===== src/rtl/hex_display_scheduler_if.sv =====
// ----------------------------------------------------------------------------
// hex_display_scheduler_if
//
// Signal bundle between the host logic and the four-digit display scheduler.
//
// Host -> scheduler:
//   enable     1 = display active, 0 = blank display and scroll index held at 0
//   pause      1 = freeze the scroll position (the prescaler keeps running)
//   help_req   level alarm request, highest priority
//   msg_len    message length in characters (0 = none, 17..31 act as 16)
//   wr_en      message-buffer write strobe
//   wr_addr    buffer entry to write
//   wr_char    character code to write
//
// Scheduler -> host:
//   HEX3..HEX0 registered, active-low segment drive (bit 6 = g, bit 0 = a)
//   help_active 1 while the HELP blink is in control
//   pos        scroll index, i.e. the buffer entry shown on HEX3
//   state_dbg  current scheduler state, for observation only
//
// Handshake: there is no back-pressure anywhere on this bundle. A write is a
// single-cycle strobe that is always accepted: wr_en high at a rising edge
// stores wr_char into entry wr_addr at that edge, in every scheduler state.
// All other host inputs are levels sampled on every rising edge.
// ----------------------------------------------------------------------------
interface hex_display_scheduler_if;
    logic       enable;
    logic       pause;
    logic       help_req;
    logic [4:0] msg_len;
    logic       wr_en;
    logic [3:0] wr_addr;
    logic [4:0] wr_char;
    logic [6:0] HEX3;
    logic [6:0] HEX2;
    logic [6:0] HEX1;
    logic [6:0] HEX0;
    logic       help_active;
    logic [3:0] pos;
    logic [1:0] state_dbg;

    // Host side.
    modport master (
        output enable, pause, help_req, msg_len, wr_en, wr_addr, wr_char,
        input  HEX3, HEX2, HEX1, HEX0, help_active, pos, state_dbg
    );

    // Scheduler side.
    modport slave (
        input  enable, pause, help_req, msg_len, wr_en, wr_addr, wr_char,
        output HEX3, HEX2, HEX1, HEX0, help_active, pos, state_dbg
    );
endinterface


===== src/rtl/hex_display_scheduler.sv =====
// ----------------------------------------------------------------------------
// hex_display_scheduler
//
// Sequencer and arbiter for the four-digit seven-segment display. A 16-entry
// message buffer written by the host is scrolled across HEX3..HEX0 at the
// prescaled tick rate. A HELP request preempts the scroll and blinks "HELP";
// when the request drops the scroll resumes from the index where it stopped.
//
// Parameters:
//   TICK_DIV    CLOCK_50 cycles per scroll/blink tick (>= 2)
//   BLINK_TICKS ticks per HELP on-phase and per off-phase (>= 1)
//
// Ports:
//   CLOCK_50    system clock, all state changes on the rising edge
//   reset_n     asynchronous active-low reset
//   bus         host bundle (slave side), see hex_display_scheduler_if
//
// State values on bus.state_dbg: 0 IDLE, 1 SCROLL, 2 HELP_ON, 3 HELP_OFF.
// ----------------------------------------------------------------------------
module hex_display_scheduler #(
    parameter int TICK_DIV    = 12_500_000,
    parameter int BLINK_TICKS = 2
) (
    input  logic                          CLOCK_50,
    input  logic                          reset_n,
    hex_display_scheduler_if.slave        bus
);

    localparam int CNT_W   = (TICK_DIV > 2) ? $clog2(TICK_DIV) : 1;
    localparam int BLINK_W = $clog2(BLINK_TICKS + 1);

    localparam logic [CNT_W-1:0]   CNT_LAST   = CNT_W'(TICK_DIV - 1);
    localparam logic [BLINK_W-1:0] BLINK_LAST = BLINK_W'(BLINK_TICKS - 1);

    localparam logic [6:0] SEG_BLANK = 7'b1111111;

    // Character codes used for the HELP pattern.
    localparam logic [4:0] CH_H = 5'd16;
    localparam logic [4:0] CH_E = 5'd14;
    localparam logic [4:0] CH_L = 5'd17;
    localparam logic [4:0] CH_P = 5'd18;

    typedef enum logic [1:0] {
        IDLE     = 2'd0,
        SCROLL   = 2'd1,
        HELP_ON  = 2'd2,
        HELP_OFF = 2'd3
    } state_t;

    state_t state_q, state_n;

    logic [CNT_W-1:0]   presc_q;
    logic               tick;
    logic [BLINK_W-1:0] blink_q, blink_n;
    logic [3:0]         pos_q, pos_n;
    logic [4:0]         msg_buf [16];
    logic [6:0]         hex_q [4];
    logic [6:0]         hex_n [4];
    logic               help_active_q;

    logic [4:0]         len_eff;
    logic               run;
    logic [4:0]         pos_inc;

    // ------------------------------------------------------------------------
    // Character code to active-low segment pattern (bit 6 = g, bit 0 = a).
    // ------------------------------------------------------------------------
    function automatic logic [6:0] glyph(input logic [4:0] code);
        logic [6:0] seg;
        case (code)
            5'd0:    seg = 7'b1000000;
            5'd1:    seg = 7'b1111001;
            5'd2:    seg = 7'b0100100;
            5'd3:    seg = 7'b0110000;
            5'd4:    seg = 7'b0011001;
            5'd5:    seg = 7'b0010010;
            5'd6:    seg = 7'b0000010;
            5'd7:    seg = 7'b1111000;
            5'd8:    seg = 7'b0000000;
            5'd9:    seg = 7'b0010000;
            5'd10:   seg = 7'b0001000;
            5'd11:   seg = 7'b0000011;
            5'd12:   seg = 7'b1000110;
            5'd13:   seg = 7'b0100001;
            5'd14:   seg = 7'b0000110;
            5'd15:   seg = 7'b0001110;
            5'd16:   seg = 7'b0001001;
            5'd17:   seg = 7'b1000111;
            5'd18:   seg = 7'b0001100;
            5'd19:   seg = 7'b0111111;
            default: seg = SEG_BLANK;
        endcase
        return seg;
    endfunction

    // ------------------------------------------------------------------------
    // (pos + k) mod len for k in 0..3. With pos < len the sum is below
    // len + 3, so three conditional subtractions are enough even for len = 1,
    // where every digit folds back onto entry 0.
    // ------------------------------------------------------------------------
    function automatic logic [3:0] wrap_idx(input logic [4:0] sum, input logic [4:0] len);
        logic [4:0] r;
        r = sum;
        for (int i = 0; i < 3; i++) begin
            if (len != 5'd0 && r >= len) begin
                r = r - len;
            end
        end
        return r[3:0];
    endfunction

    // ------------------------------------------------------------------------
    // Effective length and run condition.
    // ------------------------------------------------------------------------
    assign len_eff = (bus.msg_len > 5'd16) ? 5'd16 : bus.msg_len;
    assign run     = bus.enable && (len_eff != 5'd0);
    assign pos_inc = {1'b0, pos_q} + 5'd1;

    // ------------------------------------------------------------------------
    // Free-running prescaler; only reset ever clears it.
    // ------------------------------------------------------------------------
    assign tick = (presc_q == CNT_LAST);

    always_ff @(posedge CLOCK_50 or negedge reset_n) begin
        if (!reset_n) begin
            presc_q <= '0;
        end else if (tick) begin
            presc_q <= '0;
        end else begin
            presc_q <= presc_q + 1'b1;
        end
    end

    // ------------------------------------------------------------------------
    // Message buffer. Writes are accepted in every state.
    // ------------------------------------------------------------------------
    always_ff @(posedge CLOCK_50 or negedge reset_n) begin
        if (!reset_n) begin
            for (int i = 0; i < 16; i++) begin
                msg_buf[i] <= 5'd31;
            end
        end else if (bus.wr_en) begin
            msg_buf[bus.wr_addr] <= bus.wr_char;
        end
    end

    // ------------------------------------------------------------------------
    // State, blink counter and scroll index registers.
    // ------------------------------------------------------------------------
    always_ff @(posedge CLOCK_50 or negedge reset_n) begin
        if (!reset_n) begin
            state_q       <= IDLE;
            blink_q       <= '0;
            pos_q         <= '0;
            help_active_q <= 1'b0;
        end else begin
            state_q       <= state_n;
            blink_q       <= blink_n;
            pos_q         <= pos_n;
            // Registered from the next state so the flag lines up with the
            // state change rather than trailing it.
            help_active_q <= (state_n == HELP_ON) || (state_n == HELP_OFF);
        end
    end

    // ------------------------------------------------------------------------
    // Next-state logic. help_req entry beats everything, including a tick in
    // the same cycle. Inside HELP the blink phase change is evaluated before
    // the exit on a dropped request.
    // ------------------------------------------------------------------------
    always_comb begin
        state_n = state_q;
        blink_n = blink_q;
        case (state_q)
            IDLE: begin
                if (bus.help_req) begin
                    state_n = HELP_ON;
                    blink_n = '0;
                end else if (run) begin
                    state_n = SCROLL;
                end
            end
            SCROLL: begin
                if (bus.help_req) begin
                    state_n = HELP_ON;
                    blink_n = '0;
                end else if (!run) begin
                    state_n = IDLE;
                end
            end
            HELP_ON, HELP_OFF: begin
                if (tick && blink_q == BLINK_LAST) begin
                    state_n = (state_q == HELP_ON) ? HELP_OFF : HELP_ON;
                    blink_n = '0;
                end else begin
                    if (tick) begin
                        blink_n = blink_q + 1'b1;
                    end
                    if (!bus.help_req) begin
                        state_n = run ? SCROLL : IDLE;
                    end
                end
            end
            default: begin
                state_n = IDLE;
                blink_n = '0;
            end
        endcase
    end

    // ------------------------------------------------------------------------
    // Scroll index. A shrunk length that leaves pos out of range snaps it to 0
    // before anything else; pos is otherwise frozen outside a steady SCROLL.
    // ------------------------------------------------------------------------
    always_comb begin
        pos_n = pos_q;
        if (len_eff != 5'd0 && {1'b0, pos_q} >= len_eff) begin
            pos_n = '0;
        end else if (state_q == SCROLL && state_n == IDLE) begin
            pos_n = '0;
        end else if (state_q == IDLE && !bus.enable) begin
            pos_n = '0;
        end else if (state_q == SCROLL && state_n == SCROLL && tick && !bus.pause) begin
            pos_n = (pos_inc == len_eff) ? 4'd0 : pos_inc[3:0];
        end
    end

    // ------------------------------------------------------------------------
    // Digit contents from the current state, pos and buffer. Index 0 is HEX3.
    // ------------------------------------------------------------------------
    always_comb begin
        for (int k = 0; k < 4; k++) begin
            hex_n[k] = SEG_BLANK;
        end
        case (state_q)
            SCROLL: begin
                for (int k = 0; k < 4; k++) begin
                    hex_n[k] = glyph(msg_buf[wrap_idx({1'b0, pos_q} + 5'(k), len_eff)]);
                end
            end
            HELP_ON: begin
                hex_n[0] = glyph(CH_H);
                hex_n[1] = glyph(CH_E);
                hex_n[2] = glyph(CH_L);
                hex_n[3] = glyph(CH_P);
            end
            default: begin
                for (int k = 0; k < 4; k++) begin
                    hex_n[k] = SEG_BLANK;
                end
            end
        endcase
    end

    always_ff @(posedge CLOCK_50 or negedge reset_n) begin
        if (!reset_n) begin
            for (int k = 0; k < 4; k++) begin
                hex_q[k] <= SEG_BLANK;
            end
        end else begin
            for (int k = 0; k < 4; k++) begin
                hex_q[k] <= hex_n[k];
            end
        end
    end

    // ------------------------------------------------------------------------
    // Outputs.
    // ------------------------------------------------------------------------
    assign bus.HEX3        = hex_q[0];
    assign bus.HEX2        = hex_q[1];
    assign bus.HEX1        = hex_q[2];
    assign bus.HEX0        = hex_q[3];
    assign bus.help_active = help_active_q;
    assign bus.pos         = pos_q;
    assign bus.state_dbg   = state_q;

endmodule

===== src/flat_wrapper.sv =====
// flat-port wrapper written by rule: the top's interface ports become plain ports
module hex_display_scheduler_flat 
#(
    parameter int TICK_DIV    = 12_500_000,
    parameter int BLINK_TICKS = 2
)
  (CLOCK_50, reset_n, bus_enable, bus_pause, bus_help_req, bus_msg_len, bus_wr_en, bus_wr_addr, bus_wr_char, bus_HEX3, bus_HEX2, bus_HEX1, bus_HEX0, bus_help_active, bus_pos, bus_state_dbg);
  hex_display_scheduler_if bus_i ();
  input  logic CLOCK_50;
  input  logic reset_n;
  input wire logic [$bits(bus_i.enable)-1:0] bus_enable;
  input wire logic [$bits(bus_i.pause)-1:0] bus_pause;
  input wire logic [$bits(bus_i.help_req)-1:0] bus_help_req;
  input wire logic [$bits(bus_i.msg_len)-1:0] bus_msg_len;
  input wire logic [$bits(bus_i.wr_en)-1:0] bus_wr_en;
  input wire logic [$bits(bus_i.wr_addr)-1:0] bus_wr_addr;
  input wire logic [$bits(bus_i.wr_char)-1:0] bus_wr_char;
  output wire logic [$bits(bus_i.HEX3)-1:0] bus_HEX3;
  output wire logic [$bits(bus_i.HEX2)-1:0] bus_HEX2;
  output wire logic [$bits(bus_i.HEX1)-1:0] bus_HEX1;
  output wire logic [$bits(bus_i.HEX0)-1:0] bus_HEX0;
  output wire logic [$bits(bus_i.help_active)-1:0] bus_help_active;
  output wire logic [$bits(bus_i.pos)-1:0] bus_pos;
  output wire logic [$bits(bus_i.state_dbg)-1:0] bus_state_dbg;
  assign bus_i.enable = bus_enable;
  assign bus_i.pause = bus_pause;
  assign bus_i.help_req = bus_help_req;
  assign bus_i.msg_len = bus_msg_len;
  assign bus_i.wr_en = bus_wr_en;
  assign bus_i.wr_addr = bus_wr_addr;
  assign bus_i.wr_char = bus_wr_char;
  assign bus_HEX3 = bus_i.HEX3;
  assign bus_HEX2 = bus_i.HEX2;
  assign bus_HEX1 = bus_i.HEX1;
  assign bus_HEX0 = bus_i.HEX0;
  assign bus_help_active = bus_i.help_active;
  assign bus_pos = bus_i.pos;
  assign bus_state_dbg = bus_i.state_dbg;
  hex_display_scheduler #(.TICK_DIV(TICK_DIV), .BLINK_TICKS(BLINK_TICKS)) u_core (.CLOCK_50(CLOCK_50), .reset_n(reset_n), .bus(bus_i));
endmodule

===== config.mk =====
export PLATFORM = sky130hd
export DESIGN_NAME = hex_display_scheduler_flat
export DESIGN_NICKNAME = d
export VERILOG_FILES = /design/src/rtl/hex_display_scheduler_if.sv /design/src/rtl/hex_display_scheduler.sv /design/src/flat_wrapper.sv
export SDC_FILE = /design/constraint.sdc
export NUM_CORES = 1
export LEC_CHECK = 0
export ABC_AREA = 1
export BUFFER_PORTS_ARGS = -buffer_cell sky130_fd_sc_hd__buf_2
export CORE_UTILIZATION = 60
export CTS_CLUSTER_DIAMETER = 30
export DETAILED_ROUTE_END_ITERATION = 10
export GPL_TIMING_DRIVEN = 0
export PLACE_DENSITY_LB_ADDON = 0.2
export SYNTH_ARGS = -nofsm -noshare
export SYNTH_HDL_FRONTEND = slang
export SYNTH_SLANG_ARGS = --single-unit

===== constraint.sdc =====
create_clock -name CLOCK_50 -period 19.02 [get_ports CLOCK_50]
set_clock_uncertainty 0.05 [all_clocks]
set_input_delay 0 -clock CLOCK_50 [delete_from_list [all_inputs] [get_ports CLOCK_50]]
set_output_delay 0 -clock CLOCK_50 [all_outputs]
set_load 0.02 [all_outputs]

# Word-level counts from Yosys, hierarchy flattened
# Memories as Yosys holds them, arrays and structs flattened.
# Index checks and enable logic that the tools add are counted.
# Widths: inputs -> output; s select.
[classes]
reduce_logical = 30
mux = 60
n_addsub = 17
bitwise = 5
magnitude_cmp = 19
n_eq_ne = 11
[op_table]
columns = ["cell", "n"]
rows = [
  ["$mux 5", 26],
  ["$bmux 5 s4", 4],
  ["$bwmux 80", 1],
  ["$pmux 28 s2", 1],
  ["$ge 5x5->1", 11],
  ["$mux 4", 13],
  ["$sub 5x5->5", 7],
  ["$ge 5x5->1 const B", 5],
  ["$not 4->5", 5],
  ["$add 24x1->24 const B", 1],
  ["$eq 24x24->1 const B", 1],
  ["$mux 24", 1],
  ["$demux 5 s4", 1],
  ["$logic_and 1x1->1", 20],
  ["$mux 2", 9],
  ["$sub 4x4->4", 4],
  ["$add 4x2->5 const B", 2],
  ["$eq 2x2->1 const B", 4],
  ["$eq 2x1->1 const B", 3],
  ["$pmux 2 s3", 1],
  ["$add 4x1->5 const B", 1],
  ["$eq 5x5->1", 1],
  ["$ge 4x5->1", 1],
  ["$gt 5x5->1 const B", 1],
  ["other kinds (14)", 18],
]
[totals]
mem_bits_ro = 896
elab_cells = 171
n_memories = 4
input_bits = 20
register_bits = 141
[memory_table]
columns = ["name", "depth", "word_bits", "rd", "rd_ports_with_merged_regs", "wr", "line_no", "rtl"]
rows = [
  ["(name not given)", 32, 7, 1, 0, 0, "hex_display_scheduler.sv:70", "case (code)"],
  ["(name not given)", 32, 7, 1, 0, 0, "hex_display_scheduler.sv:70", ""],
  ["(name not given)", 32, 7, 1, 0, 0, "hex_display_scheduler.sv:70", ""],
  ["(name not given)", 32, 7, 1, 0, 0, "hex_display_scheduler.sv:70", ""],
]

# Depth between registers and ports, before layout
# An unclocked memory read counts as a cell.
[depth]
ltp_word = 20
depth_mapped = 53
mapped_depth_nobuf = 51

# Least setup slack after synthesis
# OpenSTA, ideal clock, no wires.
[synth_timing]
path_kind = "register to register"
start = "register u_core.pos_q[2] (netlist: u_core.bus.pos[2])"
end = "register u_core.hex_q, in the netlist u_core.bus.HEX0[3]"
required_ps = 18877
stages_incl_launch_ff = 48
slack_ps = 12736
setup_time_ps = 93
arrival_time_ps = 6141
n_path_buf = 2
period_less_slack_ps = 6284
path_cell_list = "dfrtp_1 > ha_1 > nor2_1 > or2_2 > inv_1 > nand2_1 > o21ai_0 > ha_1 > nand2_1 > nor2_1 > a211oi_1 > nand3_2 > nand2_4 > nand2_1 > nand2_1 > inv_1 > ha_1 > a21oi_1 > [12 not listed] > nand2_8 > nand2_4 > buf_6 > buf_6 > nand2_1 > nand3_1 > nand3_1 > nand3_1 > nand2_1 > inv_1 > ha_1 > nand2_1 > nand2_1 > nand2_1 > nand2_1 > nand2_1 > nand2_1 > nand2_1"
[synth_lines]
columns = ["item", "line_no", "rtl"]
rows = [
  ["from (decl)", "hex_display_scheduler.sv:55", "logic [3:0] pos_q, pos_n;"],
  ["from (signal assigned)", "hex_display_scheduler.sv:159", "pos_q <= pos_n;"],
  ["to (signal, indexed assignment)", "hex_display_scheduler.sv:262", "hex_q[k] <= hex_n[k];"],
  ["to (decl)", "hex_display_scheduler.sv:57", "logic [6:0] hex_q [4];"],
]

==> results.json <==
{
  "first_global_vias": 14300,
  "largest_family_of_logic_cells_by_synthesized_area": "simple AND/OR/NAND/NOR gates",
  "nets": 2331,
  "synth-warning-count": 0,
  "syn_area_mm2": 0.0141,
  "number_of_antenna_violations_at_the_first_check_in_global_routing": 0,
  "yosysTopAreaCell": "sky130_fd_sc_hd__dfstp_2",
  "register_bit_total_from_synthesis": 141,
  "finalSetupViolations": 0,
  "static-leakage-power_nw": 7.60,
  "floorplan.die_area_mm2": 0.0241,
  "max_freq_ghz": 0.133,
  "final.period_utilization_pct": 39.7,
  "detailedRoute.firstIterationViolations": 1366,
  "clk_latency_ps": 440,
  "synth-main-ff-cell": "sky130_fd_sc_hd__dfstp_2",
  "final.setup.worst_slack_ps": 11470,
  "clock-sinks": 141,
  "muxShareOfSynthArea_pct": 0.0800,
  "yosysUniqueCellTypes": 51,
  "clk_transition_reported_paths_ps": 70,
  "cp.required_ps": 19340,
  "synth_async_sr_flop_share_pct": 100,
  "dp_worst_setup_slack_ps": 11650,
  "grt_start_max_net_pins": 78,
  "die_h_um": 155,
  "postSynthAreaPerCell_um2": 6.60,
  "yosys.cell_count.top_type": "sky130_fd_sc_hd__nand2_1",
  "placed_cell_count": 2501,
  "portBuffers": 54,
  "fin_tns_setup_ps": 0,
  "layout-drive-gt1-share_pct": 17.5,
  "place.detailed.hpwl_um": 35000,
  "final-instance-count-excl-fill": 2543,
  "finalHoldWorstSlack_ps": 0.157,
  "drt_first_pass_iters": 7,
  "clock_tree.root_cell": "sky130_fd_sc_hd__clkbuf_16",
  "area_overhead_of_the_layout_relative_to_synthesis_pct": 10.2,
  "cp_max_fo": 10,
  "hold_path.class": "input pin to flip-flop",
  "post_drt_via_cell_ratio": 5.95,
  "synth_area_leaders": "sky130_fd_sc_hd__dfstp_2 20%, sky130_fd_sc_hd__nand2_1 18%, sky130_fd_sc_hd__nand3_1 12%",
  "crit_path_start": "u_core.bus.pos[2]",
  "synth_simple_gate_area_share_pct": 41.1,
  "start_util_pct": 61.6,
  "cts_buffers": 17,
  "power.density_mw_per_mm2": 199,
  "cap_violations": 0,
  "clk_path_buf_depth": 2,
  "io_pins": 55,
  "grt_pass1_wl_um": 73600,
  "cp_slowest_stage_delay_ps": 620,
  "detail_route.wirelength_um": 46300,
  "worst_pin_slew_ps": 1090,
  "final_antenna_net_count": 0,
  "run_status": "finished, final reports clean",
  "drcViolationCount": 0,
  "die_width_um": 155,
  "routed_length_per_instance_um": 18.2,
  "drv_slew": 0,
  "arithmetic_cell_share_of_the_synthesized_area_counting_full_adders_half_adders_and_majority_gates_pct": 8.73,
  "place_congestion": 1.02,
  "dr_total_vias": 15100,
  "regToRegStartpoint": "u_core.bus.pos[2]",
  "timing.critical_path.to_type": "flip-flop",
  "core_area_mm2": 0.0228,
  "synthCells": 2131,
  "final.min_clock_period_ps": 7550,
  "mappedNetlistNets": 2245,
  "hold_violations": 0,
  "std_cell_rows": 55,
  "timing.hold.worst.start": "bus_enable",
  "slowest_cp_cell": "sky130_fd_sc_hd__dfrtp_1",
  "cts-resized-gates": 0,
  "cts-htree-levels": 4,
  "critical_path.most_common_cell": "sky130_fd_sc_hd__nand2_1",
  "synth_compound_area_share_pct": 11.3,
  "synth.yosys.seq_area_share_pct": 26.0,
  "grt_setup_unrepaired": "false",
  "start_kind": "flip-flop",
  "grtUsageTotal_pct": 39.3,
  "worst-setup-path-type": "flip-flop to flip-flop",
  "nFillCells": 2055,
  "antenna_cells_inserted": 0,
  "synthTopCellsByCount": "685 x sky130_fd_sc_hd__nand2_1, 328 x sky130_fd_sc_hd__nand3_1, 218 x sky130_fd_sc_hd__inv_1",
  "cts_setup_buffers": 0,
  "irDropWorstVdd_v": 0.000107,
  "critical_path_data_arrival_time_ps": 7870,
  "globalRouteOverflowTotal": 0,
  "cts_tree": "built",
  "count_of_flip_flops_with_a_built_in_enable_after_synthesis": 0,
  "relSlewSlack_pct": 26.8,
  "synthXorXnorAreaFrac_pct": 2.61,
  "yosysTopAreaCellShare_pct": 20.2
}
layer usage:
| metal | wire length (um) | up-vias | global-route usage (%) |
|---|---|---|---|
| li1 | - | 7175 | - |
| met1 | 18500 | 7100 | 48.0 |
| met2 | 21700 | 668 | 66.1 |
| met3 | 3120 | 199 | 5.29 |
| met4 | 2890 | 0 | 24.1 |
| met5 | 0 | - | 0 |
cells by family (layout without fill, tap and decap cells):
group / Yosys count / count (layout)
muxes: 1 / 1
AOI/OAI and AO/OA: 271 / 271
xor gates and xnor gates: 42 / 42
buffers and inverters: 318 / 417
and+or+nand+nor: 1264 / 1264
DFF: 141 / 141
adders and majority gates: 94 / 94
through the flow:
stage	util [%]	cell area (um^2)	power, mW
2_1_floorplan	-	14100	2.10
3_3_place_gp	64.5	14700	2.61
3_5_place_dp	64.7	14800	2.65
4_1_cts	67.9	15500	3.02
5_1_grt	67.9	15500	3.34
6_report	67.9	15500	3.08
worst max-delay path: cells and delay by family (launching register included):
family | cells | cell delay, ps
compound gates | 8 | 2040
fa+ha+maj | 5 | 1450
buf+inv | 6 | 830
simple gates | 22 | 2420
flops | 1 | 620
where the power goes:
group          leakage, nW  internal [mW]  switching, mW
sequential            1.57          0.419         0.0694
clock                0.306          0.201          0.162
combinational         5.72          0.718           1.52
total                 7.60           1.34           1.75
flip-flops by register name (all words and copies together) (netlist names), 2 cells and up:
name / count
u_core.bus.HEX1: 7
u_core.bus.HEX3: 7
u_core.msg_buf: 80
u_core.bus.HEX2: 7
u_core.bus.HEX0: 7
u_core.blink_q: 2
u_core.bus.state_dbg: 2
u_core.presc_q: 24
u_core.bus.pos: 4
layout make-up:
cell class	instances	area, um^2	area share, %
inverter	248	936	6.04
multi-input combinational	1672	8980	57.9
timing repair buffer	67	423	2.73
clock buffer	17	425	2.74
clock inverter	15	195	1.26
buffer	70	492	3.17
sequential	141	3660	23.6
tap	313	392	2.53
worst paths after layout:
kind	end	slack [ps]	cells past startpoint
worst min-delay path	u_core.bus.pos[1]	0.2	3
worst max register to register	u_core.bus.HEX0[4]	11470	41
max in group asynchronous	u_core.bus.HEX1[6]	18010	3
min in group asynchronous	u_core.msg_buf[4]	420	2
worst min register to register	u_core.presc_q[0]	430	1
worst max-delay path	u_core.bus.HEX0[4]	11470	41
repair_timing:
action                                 in CTS  in global routing
setup endpoints to repair                   0                  0
hold buffers                               10                  0
endpoints found under the hold margin      98                  0
layout by cell type, fill, tap and decap left out, types with 4 or more instances in the layout:
| cell | instances |
|---|---|
| sky130_fd_sc_hd__nand2_1 | 685 |
| sky130_fd_sc_hd__nand3_1 | 328 |
| sky130_fd_sc_hd__inv_1 | 218 |
| sky130_fd_sc_hd__o21ai_0 | 126 |
| sky130_fd_sc_hd__dfstp_2 | 108 |
| sky130_fd_sc_hd__nor2_1 | 92 |
| sky130_fd_sc_hd__ha_1 | 87 |
| sky130_fd_sc_hd__buf_2 | 83 |
| sky130_fd_sc_hd__o211ai_1 | 56 |
| sky130_fd_sc_hd__nand2_2 | 50 |
| sky130_fd_sc_hd__a21oi_1 | 41 |
| sky130_fd_sc_hd__dfrtp_1 | 33 |
| sky130_fd_sc_hd__inv_2 | 25 |
| sky130_fd_sc_hd__xor2_1 | 24 |
| sky130_fd_sc_hd__nand3_2 | 24 |
| sky130_fd_sc_hd__buf_6 | 22 |
| sky130_fd_sc_hd__nor3_1 | 22 |
| sky130_fd_sc_hd__nand4_1 | 21 |
| sky130_fd_sc_hd__xnor2_1 | 18 |
| sky130_fd_sc_hd__clkbuf_16 | 17 |
| sky130_fd_sc_hd__o21ai_1 | 16 |
| sky130_fd_sc_hd__nand2_4 | 15 |
| sky130_fd_sc_hd__buf_4 | 12 |
| sky130_fd_sc_hd__dlygate4sd3_1 | 10 |
| sky130_fd_sc_hd__clkbuf_1 | 9 |
| sky130_fd_sc_hd__a211oi_1 | 7 |
| sky130_fd_sc_hd__nand3b_1 | 7 |
| sky130_fd_sc_hd__fa_1 | 7 |
| sky130_fd_sc_hd__nor3b_1 | 6 |
| sky130_fd_sc_hd__nand3_4 | 4 |
| sky130_fd_sc_hd__inv_8 | 4 |
| sky130_fd_sc_hd__inv_6 | 4 |
No activity file was read; power rests on OpenSTA's default activity.
